$ cat src/rtl/elevator_dispatcher.sv
// elevator_dispatcher: hall-call queue feeding two cars through a valid/ack offer.
// Ports: CLK/RST (sync, active-high); req_valid/req_floor -> req_accept;
// cancel_valid/cancel_floor -> cancel_done; carN_idle/carN_floor car status;
// assignN_valid/assignN_floor/assignN_ack offer handshake; count/full queue status.
// Build option NEAREST_CAR_EN: with both cars idle, offer to the nearer car (tie -> car 1).
module elevator_dispatcher #(
    parameter int FLOORS = 8,
    parameter int DEPTH  = 8,
    parameter int FW     = 4
) (
    input  logic          CLK,
    input  logic          RST,
    input  logic          req_valid,
    input  logic [FW-1:0] req_floor,
    output logic          req_accept,
    input  logic          cancel_valid,
    input  logic [FW-1:0] cancel_floor,
    output logic          cancel_done,
    input  logic          car1_idle,
    input  logic          car2_idle,
    input  logic [FW-1:0] car1_floor,
    input  logic [FW-1:0] car2_floor,
    output logic          assign1_valid,
    output logic [FW-1:0] assign1_floor,
    input  logic          assign1_ack,
    output logic          assign2_valid,
    output logic [FW-1:0] assign2_floor,
    input  logic          assign2_ack,
    output logic [FW-1:0] count,
    output logic          full
);
    localparam logic [0:0] S_IDLE  = 1'b0;
    localparam logic [0:0] S_OFFER = 1'b1;

    logic [FW-1:0] queue_q [DEPTH];
    logic [FW-1:0] queue_d [DEPTH];
    logic [FW-1:0] count_q, count_d, floor_q, floor_d, cidx;
    logic [0:0]    state_q, state_d;
    logic          sel_q, sel_d, req_accept_q, req_accept_d, cancel_done_q, cancel_done_d;
    logic          pop, start, can_hit, dup, in_range, enq, sel_pick;

`ifdef NEAREST_CAR_EN
    logic [FW:0] dist1, dist2;
    always_comb begin
        dist1 = (car1_floor > queue_q[0]) ? {1'b0, car1_floor} - {1'b0, queue_q[0]}
                                          : {1'b0, queue_q[0]} - {1'b0, car1_floor};
        dist2 = (car2_floor > queue_q[0]) ? {1'b0, car2_floor} - {1'b0, queue_q[0]}
                                          : {1'b0, queue_q[0]} - {1'b0, car2_floor};
        sel_pick = (car1_idle && car2_idle) ? (dist2 < dist1) : !car1_idle;
    end
`else
    assign sel_pick = !car1_idle;
`endif

    always_comb begin
        pop   = (state_q == S_OFFER) && (sel_q ? assign2_ack : assign1_ack);
        start = (state_q == S_IDLE) && (count_q != '0) && (car1_idle || car2_idle);
        queue_d = queue_q;
        count_d = count_q;
        if (pop) begin
            for (int i = 0; i < DEPTH - 1; i++) queue_d[i] = queue_q[i + 1];
            queue_d[DEPTH-1] = '0;
            count_d = count_q - 1'b1;
        end
        can_hit = 1'b0;
        cidx    = '0;
        for (int i = 0; i < DEPTH; i++)
            if (cancel_valid && !can_hit && FW'(i) < count_d && queue_d[i] == cancel_floor) begin
                can_hit = 1'b1;
                cidx    = FW'(i);
            end
        // The head is pinned while it is being offered or latched for an offer this edge.
        if (cidx == '0 && ((state_q == S_OFFER && !pop) || start)) can_hit = 1'b0;
        if (can_hit) begin
            for (int i = 0; i < DEPTH - 1; i++)
                if (FW'(i) >= cidx) queue_d[i] = queue_d[i + 1];
            queue_d[DEPTH-1] = '0;
            count_d = count_d - 1'b1;
        end
        in_range = (req_floor != '0) && (req_floor <= FW'(FLOORS));
        dup = 1'b0;
        for (int i = 0; i < DEPTH; i++)
            if (FW'(i) < count_d && queue_d[i] == req_floor) dup = 1'b1;
        enq = req_valid && in_range && !dup && (count_d < FW'(DEPTH));
        for (int i = 0; i < DEPTH; i++)
            if (enq && FW'(i) == count_d) queue_d[i] = req_floor;
        count_d       = enq ? count_d + 1'b1 : count_d;
        req_accept_d  = req_valid && in_range && (dup || enq);
        cancel_done_d = can_hit;
        state_d = start ? S_OFFER : (pop ? S_IDLE : state_q);
        floor_d = start ? queue_q[0] : floor_q;
        sel_d   = start ? sel_pick : sel_q;
    end

    always_ff @(posedge CLK) begin
        if (RST) begin
            for (int i = 0; i < DEPTH; i++) queue_q[i] <= '0;
            count_q       <= '0;
            floor_q       <= '0;
            state_q       <= S_IDLE;
            sel_q         <= 1'b0;
            req_accept_q  <= 1'b0;
            cancel_done_q <= 1'b0;
        end else begin
            queue_q       <= queue_d;
            count_q       <= count_d;
            floor_q       <= floor_d;
            state_q       <= state_d;
            sel_q         <= sel_d;
            req_accept_q  <= req_accept_d;
            cancel_done_q <= cancel_done_d;
        end
    end

    assign assign1_valid = (state_q == S_OFFER) && !sel_q;
    assign assign2_valid = (state_q == S_OFFER) && sel_q;
    assign assign1_floor = assign1_valid ? floor_q : '0;
    assign assign2_floor = assign2_valid ? floor_q : '0;
    assign req_accept    = req_accept_q;
    assign cancel_done   = cancel_done_q;
    assign count         = count_q;
    assign full          = (count_q == FW'(DEPTH));
endmodule
$ cat config.mk
export PLATFORM = sky130hd
export DESIGN_NAME = elevator_dispatcher
export DESIGN_NICKNAME = d
export VERILOG_FILES = /design/src/rtl/elevator_dispatcher.sv
export SDC_FILE = /design/constraint.sdc
export NUM_CORES = 1
export LEC_CHECK = 0
export BUFFER_PORTS_ARGS = -buffer_cell sky130_fd_sc_hd__buf_2
export CORE_MARGIN = 2
export CORE_UTILIZATION = 50
export DETAILED_ROUTE_END_ITERATION = 8
export PLACE_DENSITY = 0.68
export SYNTH_ARGS = -nofsm -noshare
export SYNTH_HDL_FRONTEND = slang
export SYNTH_SLANG_ARGS = --single-unit
$ cat constraint.sdc
create_clock -name CLK -period 7.3 [get_ports CLK]
set_clock_uncertainty 0.1 [all_clocks]
set_input_delay 0.73 -clock CLK [delete_from_list [all_inputs] [get_ports CLK]]
set_output_delay 0.73 -clock CLK [all_outputs]
set_load 0.005 [all_outputs]
Word-level counts from Yosys, hierarchy flattened. Cells that the tools add are included.

Register bits after elaboration: 44. Bits in latches: 0. Memory bits (writable): 0. ROM bits: 0. Bits of input ports: 24. Word-level logic and storage cells: 186. Memories kept: 0.

Add/sub/neg operators: 3. $mul: 0. Divide/modulo/power cells: 0. Magnitude comparators: 25. Equal/unequal tests: 24. Shift operators: 0. Mux-type cells: 49. Bitwise gates (word level): 1. Reduce and logical (&&, ||, !) cells: 70.

Operators with widths (number): $mux W4 (25); $eq A4 B4 Y1 (16); $mux W32 (2); $logic_and A1 B1 Y1 (51); $lt A3 B4 Y1 const A (8); $mux W1 (21); $eq A3 B4 Y1 const A (4); $lt A1 B4 Y1 const A (4); $lt A2 B4 Y1 const A (4); $ge A3 B4 Y1 const A (3); $logic_not A1 Y1 (11); $eq A2 B4 Y1 const A (2); $ge A1 B4 Y1 const A (2); $ge A2 B4 Y1 const A (2); $logic_not A4 Y1 (2); $reduce_bool A4 Y1 (2); $sub A4 B1 Y4 const B (2); $add A4 B1 Y4 const B (1); $eq A1 B4 Y1 const A (1); $eq A4 B4 Y1 const B (1); $le A4 B4 Y1 const B (1); $lt A4 B4 Y1 const B (1); $logic_or A1 B1 Y1 (3); $mux W2 (1); 2 further kinds (2).

Depth between registers and ports, before layout. Gate-level depths: netlist of the first run.

Depth in word-level cells: 61. Gate-level depth with buffers: 27. Depth with buffers taken out: 21.

Worst setup path after synthesis of the first run. OpenSTA, ideal clock, no wires.

Path type: input to register. Start: in assign2_ack. End: reg queue_q[15] (netlist bit). Library setup time: 0.121 ns. Arrival: 5.868 ns. Required time: 7.079 ns. Slack: 1.211 ns. Stages on the path: 24. Buffers on the path: 5. Cells stage by stage: mux2i_4 nor2_1 buf_2 buf_2 buf_1 xnor2_1 ha_1 o211ai_1 or4_1 o211ai_1 a21o_1 o211ai_2 o31ai_2 buf_4 mux2i_1 inv_1 ha_1 inv_1 a2bb2oi_1 nand4_1 a31oi_4 or4_1 buf_2 mux2_4.

Word-level cells in the longest chain between the ends: 61. Elaborated cells between the ends (all ways): 127. Those cells by class: add/sub (1); order compare (24); eq/ne (17); mux (37); reduce/logical (48).

Ends and longest elaborated chain: start, declared (RTL line 28) `input logic assign2_ack,`; $mux W1 (*) (RTL line 56) `pop = (state_q == S_OFFER) && (sel_q ? assign2_ack : assign1_ack);`; $logic_and A1 B1 Y1 (*) (RTL line 56); $mux W4 (RTL line 60) `if (pop) begin`; $lt A1 B4 Y1 (RTL line 68) `if (cancel_valid && !can_hit && FW'(i) < count_d && queue_d[i] == cancel_floor) begin`; $logic_and A1 B1 Y1 (2 in series) (RTL line 68); $mux W1 (RTL line 68); $logic_not A1 Y1 (RTL line 68); $logic_and A1 B1 Y1 (3 in series) (RTL line 68); (+34 left out); $mux W4 / $mux W32 (equally long branches) (RTL line 74) `if (can_hit) begin`; $lt A1 B4 Y1 / $eq A4 B4 Y1 (equally long branches) (RTL line 83) `if (FW'(i) < count_d && queue_d[i] == req_floor) dup = 1'b1;`; $logic_and A1 B1 Y1 (RTL line 83); $mux W1 (8 in series) (RTL line 83); $logic_not A1 Y1 (RTL line 84) `enq = req_valid && in_range && !dup && (count_d < FW'(DEPTH));`; $logic_and A1 B1 Y1 (2 in series) (RTL line 84); $logic_and A1 B1 Y1 (RTL line 86) `if (enq && FW'(i) == count_d) queue_d[i] = req_floor;`; $mux W4 (*) (RTL line 86); end signal, assigned (RTL line 105) `queue_q <= queue_d;`; end, declared (RTL line 35) `logic [FW-1:0] queue_q [DEPTH];`.

Every way passes the cells marked *; elsewhere a longest branch is shown, timed or not. A chain may end at the register's enable or synchronous reset.

Worst setup path after layout of the first run.
Start: reg sel_q. End: reg queue_q[15] (netlist bit).

Word-level cells in the longest chain between the ends: 61. Elaborated cells between the ends (all ways): 127. Those cells by class: add/sub (1); order compare (24); eq/ne (17); mux (37); reduce/logical (48).

Ends and longest elaborated chain: start, declared (RTL line 39) `logic sel_q, sel_d, req_accept_q, req_accept_d, cancel_done_q, cancel_done_d;`; start signal, assigned (RTL line 109) `sel_q <= sel_d;`; $mux W1 (*) (RTL line 56); $logic_and A1 B1 Y1 (*) (RTL line 56); $mux W4 (RTL line 60); $lt A1 B4 Y1 (RTL line 68); $logic_and A1 B1 Y1 (2 in series) (RTL line 68); $mux W1 (RTL line 68); $logic_not A1 Y1 (RTL line 68); $logic_and A1 B1 Y1 (3 in series) (RTL line 68); (+34 left out); $mux W4 / $mux W32 (equally long branches) (RTL line 74); $lt A1 B4 Y1 / $eq A4 B4 Y1 (equally long branches) (RTL line 83); $logic_and A1 B1 Y1 (RTL line 83); $mux W1 (8 in series) (RTL line 83); $logic_not A1 Y1 (RTL line 84); $logic_and A1 B1 Y1 (2 in series) (RTL line 84); $logic_and A1 B1 Y1 (RTL line 86); $mux W4 (*) (RTL line 86).

Marked as above.

==> impl.org, run 1 <==
** Hold path
- The worst hold path begins at floor_q[3].
- Class of the most critical hold timing path :: reg -> reg

** STA
- Timing would allow up to 159.0 MHz.
- For the pin with the worst max-slew slack, the measured transition is 0.9622 ns.
- Final clock period utilization by the worst path :: 0.8615
- After layout, the minimum clock period comes to 6.289 ns.
- Worst-case headroom to the max-slew limit :: 0.3536
- In the post-route analysis, the smallest setup slack over all paths is 1.011 ns.
- The max-slew violation count was 0.
- Final setup viols :: 0
- Post-route setup TNS :: 0 ns
- The hold violation count in the final report was 0.
- Setup repair after global routing missed its margin :: no

** Job
- Across the run, the number of max-cap violations was 0.

** Critical path
- Critical Path Source :: sel_q
- Arrival time at the worst endpoint :: 6.40 ns
- Along the worst path, the maximum fanout reaches 17.
- Worst EP required :: 7.41 ns
- Origin of the critical flop-to-flop path :: sel_q
- The worst setup path is launched from a flip-flop.
- The setup path with the least slack is of type reg -> reg.
- STA classifies the critical path endpoint as a flip-flop.

** Logic synthesis
- Yosys printed 0 warnings.
- Area of the mapped netlist :: 5378 sq um
- Of all flip-flops after synthesis, the portion carrying an async set or reset was 0.
- Counting distinct cell types in the post-synthesis netlist gives 93.
- Flip-flop cell with the highest count after synthesis :: sky130_fd_sc_hd__dfxtp_1
- Instance count of the mapped netlist :: 693
- In this run the mean area of a mapped cell was 7.760 sq um.
- Synthesized Nets :: 725
- Share of the yosys chip area belonging to registers :: 0.1638
- Number of storage elements in the synthesis netlist :: 44
- The synthesized design contains 0 enable-type register cells.

** Floorplanning
- Floorplan row count :: 37
- Vert. Die Dim :: 107.7 um
- Floorplan die area :: 11,600 sq um
- In this run the count of I/O pins placed on the die edge is 41.
- For this configuration, the core starts out at a cell density of 0.5186.
- CORE AREA :: 10,370 sq um
- Measured along the x axis, the die boundary spans 107.7 um.

** Clock tree
- Setup repair bufs after CTS :: 0
- Resized cells post-CTS :: 0
- TritonCTS built the clock tree.
- CTS hold repair buffers :: 0
- Clock tree buffer depth :: 2
- Clock-pin slew was measured on the worst setup and hold paths at 0.10 ns.
- TritonCTS created 5 clock buffers.
- The H-tree was split into 2 levels.
- # clock sinks :: 44
- CTS placed an instance of sky130_fd_sc_hd__clkbuf_8 at the clock tree root.
- Clock latency reported for the late side of the worst-skew pair :: 0.32 ns

** Power and ir drop
- Cell leakage power :: 2.120 nW
- Across the VDD grid, the largest voltage drop is 0.1855 mV.
- Power per cell area :: 323.2 nW/um^2

** Drt
- After detailed routing, the total wire length is 18.15 mm.
- The first detailed-routing pass took 5 iterations.
- Average detailed-routed wire length per instance :: 22.11 um
- Routed via count :: 5,648
- Post-detailed-route count of antenna-violating nets :: 0
- In the routed layout, each cell is associated on average with a via count of 6.879.
- For this block, the initial DRC count from the detailed router was 690.
- For this run, design rule violations remaining after detail routing come to 0.

** Layout
- Commonest non-fill, non-tap cell in the layout :: sky130_fd_sc_hd__mux2i_1
- Layout overhead on the synthesized area :: 4.444%
- Post-route non-filler standard cell count :: 821
- In the layout the commonest cells are 57 x sky130_fd_sc_hd__mux2i_1, 48 x sky130_fd_sc_hd__nor2_1, 44 x sky130_fd_sc_hd__dfxtp_1, 36 x sky130_fd_sc_hd__xnor2_1, 33 x sky130_fd_sc_hd__nand2_1.
- Diode insertion count for antenna repair :: 0
- The finished cells cover 5617 sq um.
- FILL cells :: 1,016
- Fraction of final layout cells with drive strength greater than 1 :: 0.1372
- Net count, final :: 716

** Place
- Gpl congestion :: 0.9447
- Total instance count after detailed placement :: 813
- Post-placement cell area :: 5509 sq um
- DP HPWL :: 13.61 mm
- Buffers on Ports :: 32
- Setup Slack @ Placement :: 1.024 ns

** Global route
- Entering global routing, the biggest net connects 51 pins.
- Vias in the first global route :: 5,188
- Summed over all layers, the global routing overflow is 0.
- Across every metal layer, demand over resource in global routing totals 0.3120.
- The first global-routing pass estimated 28.32 mm of wire.
- The initial antenna violation count is 0.

** Outcome
- The run finished with clean final reports.
[worst paths after layout]
check	end	slack, ns	cells after the start
setup reg to reg	queue_q[15]	1.01	21
setup / recovery	queue_q[15]	1.01	21
hold reg to reg	floor_q[3]	0.44	2
hold / removal	floor_q[3]	0.44	2
[final cells by class]
cell class	instances	area [sq um]	share of cell area
Sequential cell	44	880.8	0.1568
Clock inverter	2	35.03	0.006237
Multi-Input combinational cell	567	4140	0.7371
Tap cell	136	170.2	0.03030
Clock buffer	6	72.57	0.01292
Inverter	26	97.59	0.01738
Timing Repair Buffer	40	220.2	0.03921
[logic make-up after synthesis]
| family | synth area share |
|---|---|
| AOI/OAI and AO/OA | 0.2773 |
| muxes | 0.1284 |
| adders and majority gates | 0.01861 |
| DFF | 0.1638 |
| and+or+nand+nor | 0.2562 |
| xor gates and xnor gates | 0.08795 |
| buffers and inverters | 0.06770 |
[metal layers]
| metal | part of all wire | global-route usage | vias to the layer above |
|---|---|---|---|
| li1 | - | - | 2587 |
| met1 | 0.42 | 0.4267 | 2688 |
| met2 | 0.45 | 0.4933 | 328 |
| met3 | 0.11 | 0.05932 | 45 |
| met4 | 0.027 | 0.09982 | 0 |
| met5 | 0 | 0 | - |
[stage by stage]
step	hold WS, ns	power, mW	utilization
global route	0.4718	1.928	0.5416
CTS	0.4427	1.780	0.5416
detailed placement	0.4149	1.573	0.5313
global placement	0.3986	1.542	0.5313
finish	0.4394	1.815	0.5416
floorplan	0.3673	1.269	-
[sequential cells by signal, indices dropped and copies added (netlist names)]
signal / count
sel_q: 1
state_q: 1
req_accept: 1
floor_q: 4
cancel_done: 1
queue_q: 32
count: 4
[worst max-delay path, cell delays in order, from the launching register on]
cell,delay (ns)
sky130_fd_sc_hd__dfxtp_1,0.57
sky130_fd_sc_hd__mux2i_4,0.65
sky130_fd_sc_hd__nor2_4,0.05
sky130_fd_sc_hd__xnor2_1,0.14
sky130_fd_sc_hd__buf_4,0.19
sky130_fd_sc_hd__inv_1,0.11
sky130_fd_sc_hd__ha_1,0.17
sky130_fd_sc_hd__o211ai_1,0.09
sky130_fd_sc_hd__or4_1,0.42
sky130_fd_sc_hd__o211ai_1,0.22
sky130_fd_sc_hd__a21o_1,0.21
sky130_fd_sc_hd__o211ai_2,0.18
sky130_fd_sc_hd__o31ai_2,0.33
sky130_fd_sc_hd__mux2i_1,0.57
sky130_fd_sc_hd__inv_1,0.17
sky130_fd_sc_hd__ha_1,0.33
sky130_fd_sc_hd__inv_1,0.24
sky130_fd_sc_hd__a2bb2oi_1,0.23
sky130_fd_sc_hd__nand4_1,0.18
sky130_fd_sc_hd__a31oi_4,0.38
sky130_fd_sc_hd__or4_1,0.30
sky130_fd_sc_hd__mux2_4,0.32
[power by group]
group          switching, mW  internal (mW)  total, mW
combinational          0.794          0.446       1.24
clock                  0.100          0.102      0.202
sequential            0.0856          0.287      0.373
[cell usage after synthesis (16+ instances only)]
cell,n,area share
sky130_fd_sc_hd__xor2_1,18,0.029
sky130_fd_sc_hd__nor2_1,49,0.034
sky130_fd_sc_hd__buf_2,17,0.016
sky130_fd_sc_hd__xnor2_1,36,0.059
sky130_fd_sc_hd__nand2b_1,20,0.023
sky130_fd_sc_hd__mux2i_1,57,0.11
sky130_fd_sc_hd__and2_1,23,0.027
sky130_fd_sc_hd__nand4_1,16,0.019
sky130_fd_sc_hd__inv_1,26,0.018
sky130_fd_sc_hd__a21oi_1,30,0.028
sky130_fd_sc_hd__nand2_1,33,0.023
sky130_fd_sc_hd__nor3_1,16,0.015
sky130_fd_sc_hd__dfxtp_1,44,0.16
sky130_fd_sc_hd__a211oi_1,16,0.022
sky130_fd_sc_hd__nand3_1,27,0.025
sky130_fd_sc_hd__clkbuf_1,25,0.017
sky130_fd_sc_hd__o21ai_0,19,0.018
Note: power is estimated with default switching activity, not from simulation.
==> run 2, diff against run 1 <==
- ABC_AREA: not set -> 1
- CORE_MARGIN: 2 -> not set
==> run 2 against run 1 <==
  * Sequential power about the same
  * Sequential cell count unchanged
  * Worst hold slack got worse by 0.055 ns
  * Register-to-register slack better by 0.97 ns
  * Clock-buffer cell count stayed put
  * Power is 18% higher
  * Via count grew 7.4%
  * Fmax is 17% higher
==> impl.org, run 2 <==
** Global route
- Vias in the first global route :: 5,033
- Global-route wire length before repair :: 26.12 mm
- Initial antenna violation count :: 0
- Entering global routing, the biggest net connects 53 pins.
- For this run, the total global-route usage over all layers was measured as 0.3294.
- Summed over all layers, the global routing overflow is 0.

** Outcome
- Status :: finished, final reports clean

** Layout
- Most used cells in the layout excluding fill and tap cells :: 388 x sky130_fd_sc_hd__nand2_1, 132 x sky130_fd_sc_hd__nand3_1, 122 x sky130_fd_sc_hd__nor2_1, 112 x sky130_fd_sc_hd__inv_1, 44 x sky130_fd_sc_hd__dfxtp_1
- The register with the most flip-flops in the final layout is queue_q.
- Diode insertion count for antenna repair :: 0
- The register with the most flip-flops in the layout has 32 of them.
- The final layout contains 1,020 nets.
- Combined flip-flop and latch cell area :: 880.8 sq um
- The multi-input combinational cells in the finished layout cover a total of 3597 sq um.
- In the final layout, the share of cells above drive strength 1 is 0.08999.
- FILL cells :: 1,112
- From synthesis to final layout, the design area changed by 5.280%.
- After routing the design area is 5414 sq um.
- Post-Route Utilization :: 0.5488
- Commonest non-fill, non-tap cell in the layout :: sky130_fd_sc_hd__nand2_1

** Logic synthesis
- Counting flops with a built-in enable in the synthesized netlist gives 0.
- The share of synthesized area in the top cell type comes to 0.2832.
- Of the total synthesized cell area, the portion taken by AND, OR, NAND and NOR gates is 0.5932.
- Post-synthesis async set-or-reset flop share :: 0
- In this run, distinct cell masters in the synthesized netlist total 43.
- Each instance of the synthesized netlist takes up on average 5.253 sq um.
- Area of the mapped netlist :: 5142 sq um
- Share of the synthesized area in compound gates (AO/OA/AOI/OAI) :: 0.06764
- Flip-flop cell with the highest count after synthesis :: sky130_fd_sc_hd__dfxtp_1
- Largest area contributor in the netlist :: sky130_fd_sc_hd__nand2_1
- After synthesis the netlist holds a flip-flop and latch count of 44.
- Yosys printed 0 warnings.
- Of the total synthesized cell area, the portion taken by full adders, half adders and majority gates is 0.01946.
- After synthesis, the most frequently instantiated cells are 388 x sky130_fd_sc_hd__nand2_1, 132 x sky130_fd_sc_hd__nand3_1, 122 x sky130_fd_sc_hd__nor2_1.
- Synthesized Nets :: 1,011
- Synthesis handed over a netlist of 979 instances.
- By area, the combinational part of the netlist is dominated by simple AND/OR/NAND/NOR gates.
- Most instantiated library cell after synthesis :: sky130_fd_sc_hd__nand2_1
- Measured against the total synthesized area, the mux share comes to 0.
- Post-Synth XOR/XNOR Area :: 0.01703
- Share of the yosys chip area belonging to registers :: 0.1713
- Area contributors post-synth :: sky130_fd_sc_hd__nand2_1 28%, sky130_fd_sc_hd__dfxtp_1 17%, sky130_fd_sc_hd__nand3_1 13%

** Job
- Max-cap violation count :: 0

** Critical path
- Measured in cells, the most critical reg-to-reg path has a length of 28.
- Cell at the slowest stage of the critical path :: sky130_fd_sc_hd__nor2_4
- Worst EP required :: 7.46 ns
- Setup slack, reg-to-reg :: 1.98 ns
- Origin of the critical flop-to-flop path :: count[0]
- Category of the worst setup path launch point :: primary input
- The worst setup path is captured at a flip-flop.
- Reg-to-reg critical path endpoint :: queue_q[18]
- Maximum fanout along the worst path :: 15
- Cell type with the highest occurrence count on the critical path :: sky130_fd_sc_hd__nand2_1
- Critical path's largest stage delay :: 0.48 ns
- The critical path in this run is classified as in -> reg.
- Together, buffers and inverters on the worst path number 5.
- The cell family contributing the most delay on the critical path is simple AND/OR/NAND/NOR gates.
- Arrival time at the worst endpoint :: 5.51 ns

** STA
- In this run the tightest slew margin relative to its limit is 0.3328.
- Hold Slack :: 0.3844 ns
- Worst slew pin tran :: 0.9997 ns
- Final critical path time including I/O delays and setup :: 5.354 ns
- Achievable frequency :: 186.8 MHz
- Setup violations remaining at the end of the flow were counted as 0.
- Final clock period utilization by the worst path :: 0.7334
- The max-slew violation count was 0.
- Number of failing hold endpoints at the final stage :: 0
- Setup repair after global routing missed its margin :: no
- Adding up every negative setup slack in the final design gives 0 ns.

** Power and ir drop
- Switching pwr :: 1.255 mW
- Comb power frac :: 0.743
- Power per cell area :: 396.6 nW/um^2
- Of the total power, the share spent switching nets is 0.5845.
- The share of total power dissipated in sequential elements is 0.173.
- Summed over all cells, the static leakage comes to 3.133 nW.
- The internal power of the cells totals 892.2 uW.
- The worst-case IR drop observed on VDD is 0.1657 mV.
- Clock Power Share :: 0.084

** Drt
- Detailed routing inserted a total of 6,065 vias.
- Post-detailed-route count of antenna-violating nets :: 0
- Initial DRC Count :: 599
- Dividing the detail-routed via count by the number of cells gives 5.406.
- Detailed Routing Iterations Pass 1 :: 5
- The routed design has 16.89 mm of wire.
- Number of DRC violations after detailed routing :: 0
- In the final routed layout, each cell accounts on average for 15.05 um.

** Floorplanning
- Measured along the y axis, the die boundary spans 103.4 um.
- For this configuration, the core starts out at a cell density of 0.5213.
- The die is 103.4 um wide.
- The region available for standard cell placement spans 9864 sq um.
- 41 I/O pins were placed.
- Row generation in the floorplan step produced 36 rows.
- The die covers 10,690 sq um.

** Clock tree
- TritonCTS clock tree :: done
- The cell sitting at the root of the clock tree is a sky130_fd_sc_hd__clkbuf_8.
- The clock net in this run drives a total of 44 sinks.
- After clock tree synthesis, the setup repair step added 0 buffers.
- In this run the number of H-tree levels came out at 2.
- Clock-pin slew on the worst setup and hold paths :: 0.09 ns
- Clock latency reported for the late side of the worst-skew pair :: 0.33 ns
- CTS buffer count :: 5
- Resized cells post-CTS :: 0
- CTS hold repair buffers :: 0
- Clock tree buffer depth :: 2

** Place
- The congestion estimate from routability-driven global placement came to 0.9659.
- Once placement finished, the instance area stood at 5316 sq um.
- During placement, the flow inserted port buffers numbering 32.
- The HPWL after detailed placement is 11.99 mm.

** Hold path
- In this run the worst hold path is classified as reg -> reg.
- Worst Hold Depth :: 2
- The worst hold path terminates at floor_q[2].
- Worst Hold Launch :: floor_q[2]
run 2: stage by stage:
| stage | cells | power, mW | worst slack, ns |
|---|---|---|---|
| 2_1_floorplan | 979 | 1.629 | 2.365 |
| 3_3_place_gp | 1114 | 1.930 | 1.706 |
| 3_5_place_dp | 1114 | 1.936 | 1.704 |
| 4_1_cts | 1122 | 2.124 | 2.022 |
| 5_1_grt | 1122 | 2.375 | 1.476 |
| 6_report | 1122 | 2.147 | 1.946 |
run 2: worst min-delay path, stage by stage (launching register included):
cell and delay (ns):
sky130_fd_sc_hd__dfxtp_1 0.31, sky130_fd_sc_hd__inv_1 0.08, sky130_fd_sc_hd__a21oi_1 0.06
run 2: cells by family (layout without fill, tap and decap cells):
group,count (synthesis),in the layout
buffers and inverters,161,171
adder cells (fa/ha/maj),8,8
XOR/XNOR,10,10
AND/OR/NAND/NOR,698,698
flip-flops,44,44
AO/OA/AOI/OAI,58,58
run 2: power groups by stage:
stage / clock [mW] / sequential, mW / combinational (mW)
after CTS: 0.185 / 0.370 / 1.57
after global routing: 0.191 / 0.380 / 1.80
after floorplan: 0 / 0.361 / 1.27
after detailed placement: 0 / 0.376 / 1.56
final: 0.180 / 0.371 / 1.60
after global placement: 0 / 0.376 / 1.55
run 2: cell type report:
| type | count | share of cell area |
|---|---|---|
| multi-input combinational | 774 | 0.6644 |
| sequential | 44 | 0.1627 |
| inverter | 126 | 0.08759 |
| timing repair buffer | 37 | 0.03651 |
| tap | 133 | 0.03074 |
| clock buffer | 6 | 0.01525 |
| clock inverter | 2 | 0.002773 |
run 2: routing by layer:
metal | vias up | global-route usage | part of all wire
li1 | 3084 | - | -
met1 | 2662 | 0.4443 | 0.44
met2 | 279 | 0.5369 | 0.44
met3 | 40 | 0.04234 | 0.093
met4 | 0 | 0.1203 | 0.033
met5 | - | 0 | 0
run 2: worst max-delay path by stage:
stage,startpoint,end,depth (start not counted)
final,assign2_ack,queue_q[18],30
after global routing,assign2_ack,queue_q[16],29
after global placement,assign2_ack,queue_q[18],29
after detailed placement,assign2_ack,queue_q[18],29
after CTS,count[0],queue_q[16],28
after floorplan,assign2_ack,queue_q[13],32
